===== config.mk =====
export PLATFORM = sky130hd
export DESIGN_NAME = hazard_scoreboard
export DESIGN_NICKNAME = d
export VERILOG_FILES = /design/src/rtl/arm_hazard_pkg.sv /design/src/rtl/sb_stage_reg.sv /design/src/rtl/hazard_scoreboard.sv
export SDC_FILE = /design/constraint.sdc
export NUM_CORES = 1
export LEC_CHECK = 0
export ABC_AREA = 1
export BUFFER_PORTS_ARGS = -buffer_cell sky130_fd_sc_hd__buf_2
export CORE_ASPECT_RATIO = 0.6
export CORE_MARGIN = 1.5
export CORE_UTILIZATION = 45
export CTS_BUF_LIST = sky130_fd_sc_hd__clkbuf_8
export DETAILED_ROUTE_END_ITERATION = 10
export PLACE_DENSITY = 0.75
export SLEW_MARGIN = 5
export SYNTH_ARGS = -nofsm -noshare
export SYNTH_HDL_FRONTEND = slang
export SYNTH_SLANG_ARGS = --single-unit

===== constraint.sdc =====
create_clock -name clk -period 2.5 [get_ports clk]
set_input_delay 0.25 -clock clk [delete_from_list [all_inputs] [get_ports clk]]
set_output_delay 0.25 -clock clk [all_outputs]
set_load 0.05 [all_outputs]

===== src/rtl/arm_hazard_pkg.sv =====
// arm_hazard_pkg
//   Shared types for the hazard scoreboard: register-index width, the
//   scoreboard entry record and the bubble (empty entry) constant.
package arm_hazard_pkg;

    localparam int unsigned REG_W = 4;

    typedef struct packed {
        logic             valid;
        logic             wb_en;
        logic [REG_W-1:0] dest;
        logic             mem_read;
    } sb_entry_t;

    localparam sb_entry_t SB_BUBBLE = '0;

endpackage


===== src/rtl/sb_stage_reg.sv =====
// sb_stage_reg
//   One scoreboard entry register.
//   clk        : clock
//   rst        : synchronous active-high reset, clears the entry to a bubble
//   hold       : pipeline freeze, entry keeps its value
//   load_entry : entry captured on every unheld clock edge
//   entry      : registered entry
module sb_stage_reg
    import arm_hazard_pkg::*;
(
    input  logic      clk,
    input  logic      rst,
    input  logic      hold,
    input  sb_entry_t load_entry,
    output sb_entry_t entry
);

    sb_entry_t entry_d, entry_q;

    always_comb begin
        entry_d = hold ? entry_q : load_entry;
    end

    always_ff @(posedge clk) begin
        if (rst) begin
            entry_q <= SB_BUBBLE;
        end else begin
            entry_q <= entry_d;
        end
    end

    assign entry = entry_q;

endmodule


===== src/rtl/hazard_scoreboard.sv =====
// hazard_scoreboard
//   Tracks register writes in flight through EXE/MEM/WB, publishes each
//   stage's destination and write-enable for forwarding selection, and
//   raises hazard_stall when an ID source depends on a write that cannot
//   be forwarded in time.
//   Inputs : clk, rst (sync, active-high), id_* (ID-stage instruction),
//            forwarding_enabled, freeze (whole pipeline holds),
//            flush (kill the ID instruction)
//   Outputs: hazard_stall (combinational), {exe,mem,wb}_wb_en / _dest
//            (registered), stall_count / bubble_count (saturating)
//   Optional: define HAZARD_STATS_EN to add CNT_W and the two counters.
//   REG_W must equal arm_hazard_pkg::REG_W.
module hazard_scoreboard #(
    parameter int unsigned REG_W = 4
`ifdef HAZARD_STATS_EN
    ,
    parameter int unsigned CNT_W = 16
`endif
) (
    input  logic             clk,
    input  logic             rst,
    input  logic             id_valid,
    input  logic [REG_W-1:0] id_src1,
    input  logic [REG_W-1:0] id_src2,
    input  logic             id_src1_used,
    input  logic             id_src2_used,
    input  logic             id_wb_en,
    input  logic [REG_W-1:0] id_dest,
    input  logic             id_mem_read,
    input  logic             forwarding_enabled,
    input  logic             freeze,
    input  logic             flush,
    output logic             hazard_stall,
    output logic             exe_wb_en,
    output logic             mem_wb_en,
    output logic             wb_wb_en,
    output logic [REG_W-1:0] exe_dest,
    output logic [REG_W-1:0] mem_dest,
    output logic [REG_W-1:0] wb_dest
`ifdef HAZARD_STATS_EN
    ,
    output logic [CNT_W-1:0] stall_count,
    output logic [CNT_W-1:0] bubble_count
`endif
);

    import arm_hazard_pkg::*;

    sb_entry_t id_entry;
    sb_entry_t exe_d;
    sb_entry_t exe_q, mem_q, wb_q;
    logic      exe_hit, mem_hit, raw_stall, id_accept;
    logic      wb_mem_read_unused;

    function automatic logic src_hit(input logic used, input logic [REG_W-1:0] src,
                                     input sb_entry_t e);
        return used & e.valid & e.wb_en & (src == e.dest);
    endfunction

    always_comb begin
        id_entry  = '{valid: id_valid, wb_en: id_wb_en, dest: id_dest, mem_read: id_mem_read};
        exe_hit   = src_hit(id_src1_used, id_src1, exe_q) | src_hit(id_src2_used, id_src2, exe_q);
        mem_hit   = src_hit(id_src1_used, id_src1, mem_q) | src_hit(id_src2_used, id_src2, mem_q);
        // WB writes the register file before ID reads it, so it never stalls.
        raw_stall = forwarding_enabled ? (exe_hit & exe_q.mem_read) : (exe_hit | mem_hit);
        hazard_stall = id_valid & ~flush & ~freeze & raw_stall;
        id_accept = id_valid & ~hazard_stall & ~flush;
        exe_d     = id_accept ? id_entry : SB_BUBBLE;
    end

    sb_stage_reg u_exe (.clk(clk), .rst(rst), .hold(freeze), .load_entry(exe_d), .entry(exe_q));
    sb_stage_reg u_mem (.clk(clk), .rst(rst), .hold(freeze), .load_entry(exe_q), .entry(mem_q));
    sb_stage_reg u_wb  (.clk(clk), .rst(rst), .hold(freeze), .load_entry(mem_q), .entry(wb_q));

    assign exe_wb_en = exe_q.valid & exe_q.wb_en;
    assign mem_wb_en = mem_q.valid & mem_q.wb_en;
    assign wb_wb_en  = wb_q.valid & wb_q.wb_en;
    assign exe_dest  = exe_q.dest;
    assign mem_dest  = mem_q.dest;
    assign wb_dest   = wb_q.dest;

    // Load status is irrelevant once the write has reached WB.
    assign wb_mem_read_unused = wb_q.mem_read;

`ifdef HAZARD_STATS_EN
    logic [CNT_W-1:0] stall_cnt_d, stall_cnt_q;
    logic [CNT_W-1:0] bubble_cnt_d, bubble_cnt_q;

    always_comb begin
        stall_cnt_d  = stall_cnt_q;
        bubble_cnt_d = bubble_cnt_q;
        if (hazard_stall && (stall_cnt_q != '1)) begin
            stall_cnt_d = stall_cnt_q + 1'b1;
        end
        if (!freeze && !id_accept && (bubble_cnt_q != '1)) begin
            bubble_cnt_d = bubble_cnt_q + 1'b1;
        end
    end

    always_ff @(posedge clk) begin
        if (rst) begin
            stall_cnt_q  <= '0;
            bubble_cnt_q <= '0;
        end else begin
            stall_cnt_q  <= stall_cnt_d;
            bubble_cnt_q <= bubble_cnt_d;
        end
    end

    assign stall_count  = stall_cnt_q;
    assign bubble_count = bubble_cnt_q;
`endif

endmodule


=== Yosys cells after proc, flatten, opt, wreduce, memory -nomap -nowiden ===
Index checks and enable logic that the tools add are counted.

* Equal/unequal tests: 4
* Multiplexer cells: 2
* Bitwise logic cells: 27

{| class="wikitable"
|+ Operator list
! kind !! count
|-
| $and A1 B1 Y1 || 21
|-
| $eq A4 B4 Y1 || 4
|-
| $mux W7 || 1
|-
| $not A1 Y1 || 3
|-
| $or A1 B1 Y1 || 3
|-
| $mux W1 || 1
|}

* Register bits: 19
* Input port bits: 22
* Output and inout port bits: 16
* Logic and storage cells: 43

=== Longest topological paths before layout ===
* Word-level depth: 11
* Mapped depth: 9
* Depth with buffers taken out: 9

=== Cells and area by module ===
A second synthesis with hierarchy kept.

* Cells, all modules: 230
* Area, all modules: 1258.7 µm²

{| class="wikitable"
|+ Modules (own cells, without submodules)
! module !! times used !! cells an instance !! area an instance (µm²) !! sequential area each (µm²)
|-
| sb_stage_reg || 3 || 44 || 286.5 || 140.1
|-
| hazard_scoreboard || 1 || 98 || 399.1 || 0.0
|}

=== Least setup slack after synthesis ===
No wires, ideal clock.

* Kind: flip-flop to output port
* From: reg u_exe.entry_q, in the netlist u_exe.entry[3]
* To: out hazard_stall
* Arrival: 1625 ps
* Required time: 2250 ps
* Slack: 625 ps
* Cell stages (with the launch flop): 9
* Path buffers: 0
* Cells stage by stage: dfxtp_1 > inv_1 > nand2_1 > nand2_1 > nor2_1 > nand3_1 > nand2_2 > nand2_4 > a21boi_1

* Cells in the longest elaborated chain, start to end: 6
* Elaborated cells between the ends (all ways): 9
* Classes of those cells: eq/ne (2); mux (1); bitwise (6)

{| class="wikitable"
|+ RTL lines
! what !! RTL line !! source
|-
| start: declaration || sb_stage_reg.sv:18 || <nowiki>sb_entry_t entry_d, entry_q;</nowiki>
|-
| start signal: assignment || sb_stage_reg.sv:28 || <nowiki>entry_q <= entry_d;</nowiki>
|-
| $eq A4 B4 Y1 || hazard_scoreboard.sv:57 || <nowiki>return used & e.valid & e.wb_en & (src == e.dest);</nowiki>
|-
| $and A1 B1 Y1 || hazard_scoreboard.sv:57 ||
|-
| $or A1 B1 Y1 (*) || hazard_scoreboard.sv:62 || <nowiki>exe_hit = src_hit(id_src1_used, id_src1, exe_q) | src_hit(id_src2_used, id_src2, exe_q);</nowiki>
|-
| $or A1 B1 Y1 / $and A1 B1 Y1 (equally long branches) || hazard_scoreboard.sv:65 || <nowiki>raw_stall = forwarding_enabled ? (exe_hit & exe_q.mem_read) : (exe_hit | mem_hit);</nowiki>
|-
| $mux W1 (*) || hazard_scoreboard.sv:65 ||
|-
| $and A1 B1 Y1 (*) || hazard_scoreboard.sv:66 || <nowiki>hazard_stall = id_valid & ~flush & ~freeze & raw_stall;</nowiki>
|-
| end: declaration || hazard_scoreboard.sv:33 || <nowiki>output logic hazard_stall,</nowiki>
|}

Mark *: on every way between the ends. The rest lies on a longest branch, timed or not.

=== Worst setup path after layout ===
* From: reg u_mem.entry_q, in the netlist u_mem.entry[4]
* To: out hazard_stall

* Cells in the longest elaborated chain, start to end: 6
* Elaborated cells between the ends (all ways): 8
* Classes of those cells: eq/ne (2); mux (1); bitwise (5)

{| class="wikitable"
|+ RTL lines
! what !! RTL line !! source
|-
| start: declaration || sb_stage_reg.sv:18 ||
|-
| start signal: assignment || sb_stage_reg.sv:28 ||
|-
| $eq A4 B4 Y1 || hazard_scoreboard.sv:57 ||
|-
| $and A1 B1 Y1 || hazard_scoreboard.sv:57 ||
|-
| $or A1 B1 Y1 (*) || hazard_scoreboard.sv:63 || <nowiki>mem_hit = src_hit(id_src1_used, id_src1, mem_q) | src_hit(id_src2_used, id_src2, mem_q);</nowiki>
|-
| $or A1 B1 Y1 (*) || hazard_scoreboard.sv:65 ||
|-
| $mux W1 (*) || hazard_scoreboard.sv:65 ||
|-
| $and A1 B1 Y1 (*) || hazard_scoreboard.sv:66 ||
|}

Marked as above.

==> results.yml <==
drt:
  drt-total-wl_um: 2520
  firstDrtPassIters: 4
  antenna_left: 0
  drc: 0
  dr.first_iter.drc_count: 72
  wire_per_inst_um: 11.5
  vias: 1043
  viasPerCell: 4.76
die:
  die_x_um: 67.0
  fp.dieH_um: 41.4
  start_util: 0.492
  dieArea_mm2: 0.00277
  core_area_mm2: 0.00224
  row_count: 13
  io-pin-count: 38
clock_tree:
  post_cts_buffers: 0
  cts_tree: "done"
  clk_path_buf_depth: 2
  cts_made_buffers: 3
  clk_latency_ns: 0.26
  h-tree-depth: 1
  cts.sinks: 19
  cts-root-buf: "clkbuf_8"
  cts-hold-fix-buffers: 0
  cts_resized: 0
  clk_pin_slew_worst_paths_ns: 0.07
critical_path:
  crit_arrival_ns: 1.67
  cp_slowest_cell: "dfxtp_1"
  critical_path_buf_inv_count: 2
  critPathMaxFanout: 8
  cp_common_cell: "nand2_1"
  crit_family: "simple AND/OR/NAND/NOR gates"
  required_ns: 2.25
  endpoint_kind: "output pin"
  startpoint_type: "flip-flop"
  worstSetupPathType: "reg2out"
  path_cells: "inv_2 > nand2_1 > nand2_1 > nor2_1 > nand3b_1 > nand2_1 > nand2_4 > a21boi_1 > buf_2"
  cp_slowest_stage_delay_ns: 0.41
global_routing:
  track_usage: 0.203
  antenna_found_initial: 0
  grt_first_pass_wirelength_um: 4030
  grt_pass1_vias: 871
  gr-total-overflow: 0
  grt_max_degree: 20
synthesis:
  synth_nets: 187
  syn-cell-area_mm2: 0.00110
  yosys_warnings: 0
  synthTopCellsByCount: "52 x nand2_1, 19 x dfxtp_1, 17 x nor2_1, 15 x a21oi_1, 15 x inv_1"
  synth_area_leaders: "dfxtp_1 34%, nand2_1 18%, buf_4 8.2%"
  synth_edf_count: 0
  synthCells: 165
  synth.most_common_cell: "nand2_1"
  synth_area_per_cell_um2: 6.70
  synth_top_area_cell: "dfxtp_1"
  synth_ff_type: "dfxtp_1"
  synth_top_area_frac: 0.344
  synthDistinctLibCells: 22
  async_reset_ff_frac: 0
  ys_seq_area_frac: 0.344
  synth-seq-cells: 19
sta:
  max_freq_ghz: 0.522
  setup_slack_ns: 0.585
  hold_violations: 0
  relSlewSlack: 0.776
  drv_slew: 0
  worstMarginPinSlew_ns: 0.336
  fin_crit_sh: 0.766
  fin_tns_setup_ns: 0
  rsz0062_at_grt: "false"
  finClkSkew_ns: 0.00178
  finalSetupViolCount: 0
  fin_crit_ns: 1.92
finish:
  seq_area_um2: 380
  drive_gt1_frac: 0.243
  final_nets: 212
  fin_area_mm2: 0.00126
  syn2layout_area_growth_pct: 13.9
  diodes: 0
  fill_cells: 226
  multi_input_area_um2: 547
flow_run:
  max_cap_viol_count: 0
placed_design:
  io_buffers: 37
  gp_congestion: 0.935
  dp_hpwl_um: 1930
  post-place-ws_ns: 0.798
  place_area_mm2: 0.00121
power_and_ir_drop:
  power.leakage_uw: 0.000649
  ir_worst_vdd_mv: 0.358
  p_clk_frac: 0.329
  switching_share: 0.289
  internal-power_uw: 458
  p_sw_uw: 186
  powerDensity_mw_per_mm2: 512
  power_frac_comb: 0.173
  seqPwrFrac: 0.498
status:
  outcome: "finished clean"
worst_hold_path:
  min_path_type: "in2reg"
[final timing paths]
kind / depth (start not counted) / slack [ns] / from / endpoint
worst max-delay path: 9 / 0.58 / u_mem.entry[4] / hazard_stall
worst min-delay path: 3 / 0.26 / id_mem_read / u_exe.entry[0]
worst max register to register: 9 / 1.21 / u_mem.entry[4] / u_exe.entry[2]
worst min register to register: 2 / 0.47 / u_wb.entry[5] / u_wb.entry[5]
[metal layers]
metal  part of all wire  track usage  routed length, um  vias up
met4             0.0048       0.0459                 12        0
met2               0.38        0.288                954       37
met1               0.53        0.298               1340      446
met5                  0            0                  0        -
li1                   -            -                  -      558
met3              0.087       0.0618                220        2
[area by class of cell]
cell class                      instances  area share
Multi-Input combinational cell        112       0.434
Sequential cell                        19       0.302
Timing Repair Buffer                   37       0.147
Inverter                               17      0.0507
Clock buffer                            3      0.0328
Tap cell                               30      0.0298
Clock inverter                          1     0.00298
[layout by cell type, fill, tap and decap left out, drive strengths merged]
master / instances
nand2: 55
a21boi: 2
inv: 18
a21oi: 15
nand4: 7
nand3b: 1
a211oi: 5
dfxtp: 19
nor2: 18
xnor2: 4
o21ai: 2
clkbuf: 3
nand3: 3
buf: 37
[worst min-delay path, cell delays in order]
cell and delay, ns:
buf_2 0.09, nand4_1 0.08, a21oi_1 0.05
[power groups by stage]
stage	registers [uW]	clock network, uW	logic (uW)
CTS	321	215	111
finish	321	212	112
global route	322	226	122
global placement	328	0	110
detailed placement	328	0	110
floorplan	325	0	85.7
[logic make-up after synthesis]
kind of cell / Yosys count / synth area share
AO/OA/AOI/OAI: 24 / 0.125
XOR/XNOR: 4 / 0.0317
buffers and inverters: 34 / 0.161
flip-flops: 19 / 0.344
AND/OR/NAND/NOR: 84 / 0.339
[registers in the layout (all words and copies together) (netlist names)]
register / cells
u_mem.entry: 6
u_exe.entry: 7
u_wb.entry: 6
[per-stage QoR]
step	std cells	utilization	total power, uW	hold slack, ns
global route	219	0.561	670	0.266
floorplan	165	-	411	0.420
CTS	219	0.561	646	0.260
finish	219	0.561	645	0.262
global placement	215	0.541	437	0.450
detailed placement	215	0.541	438	0.456
(Power assumes the default switching activity.)
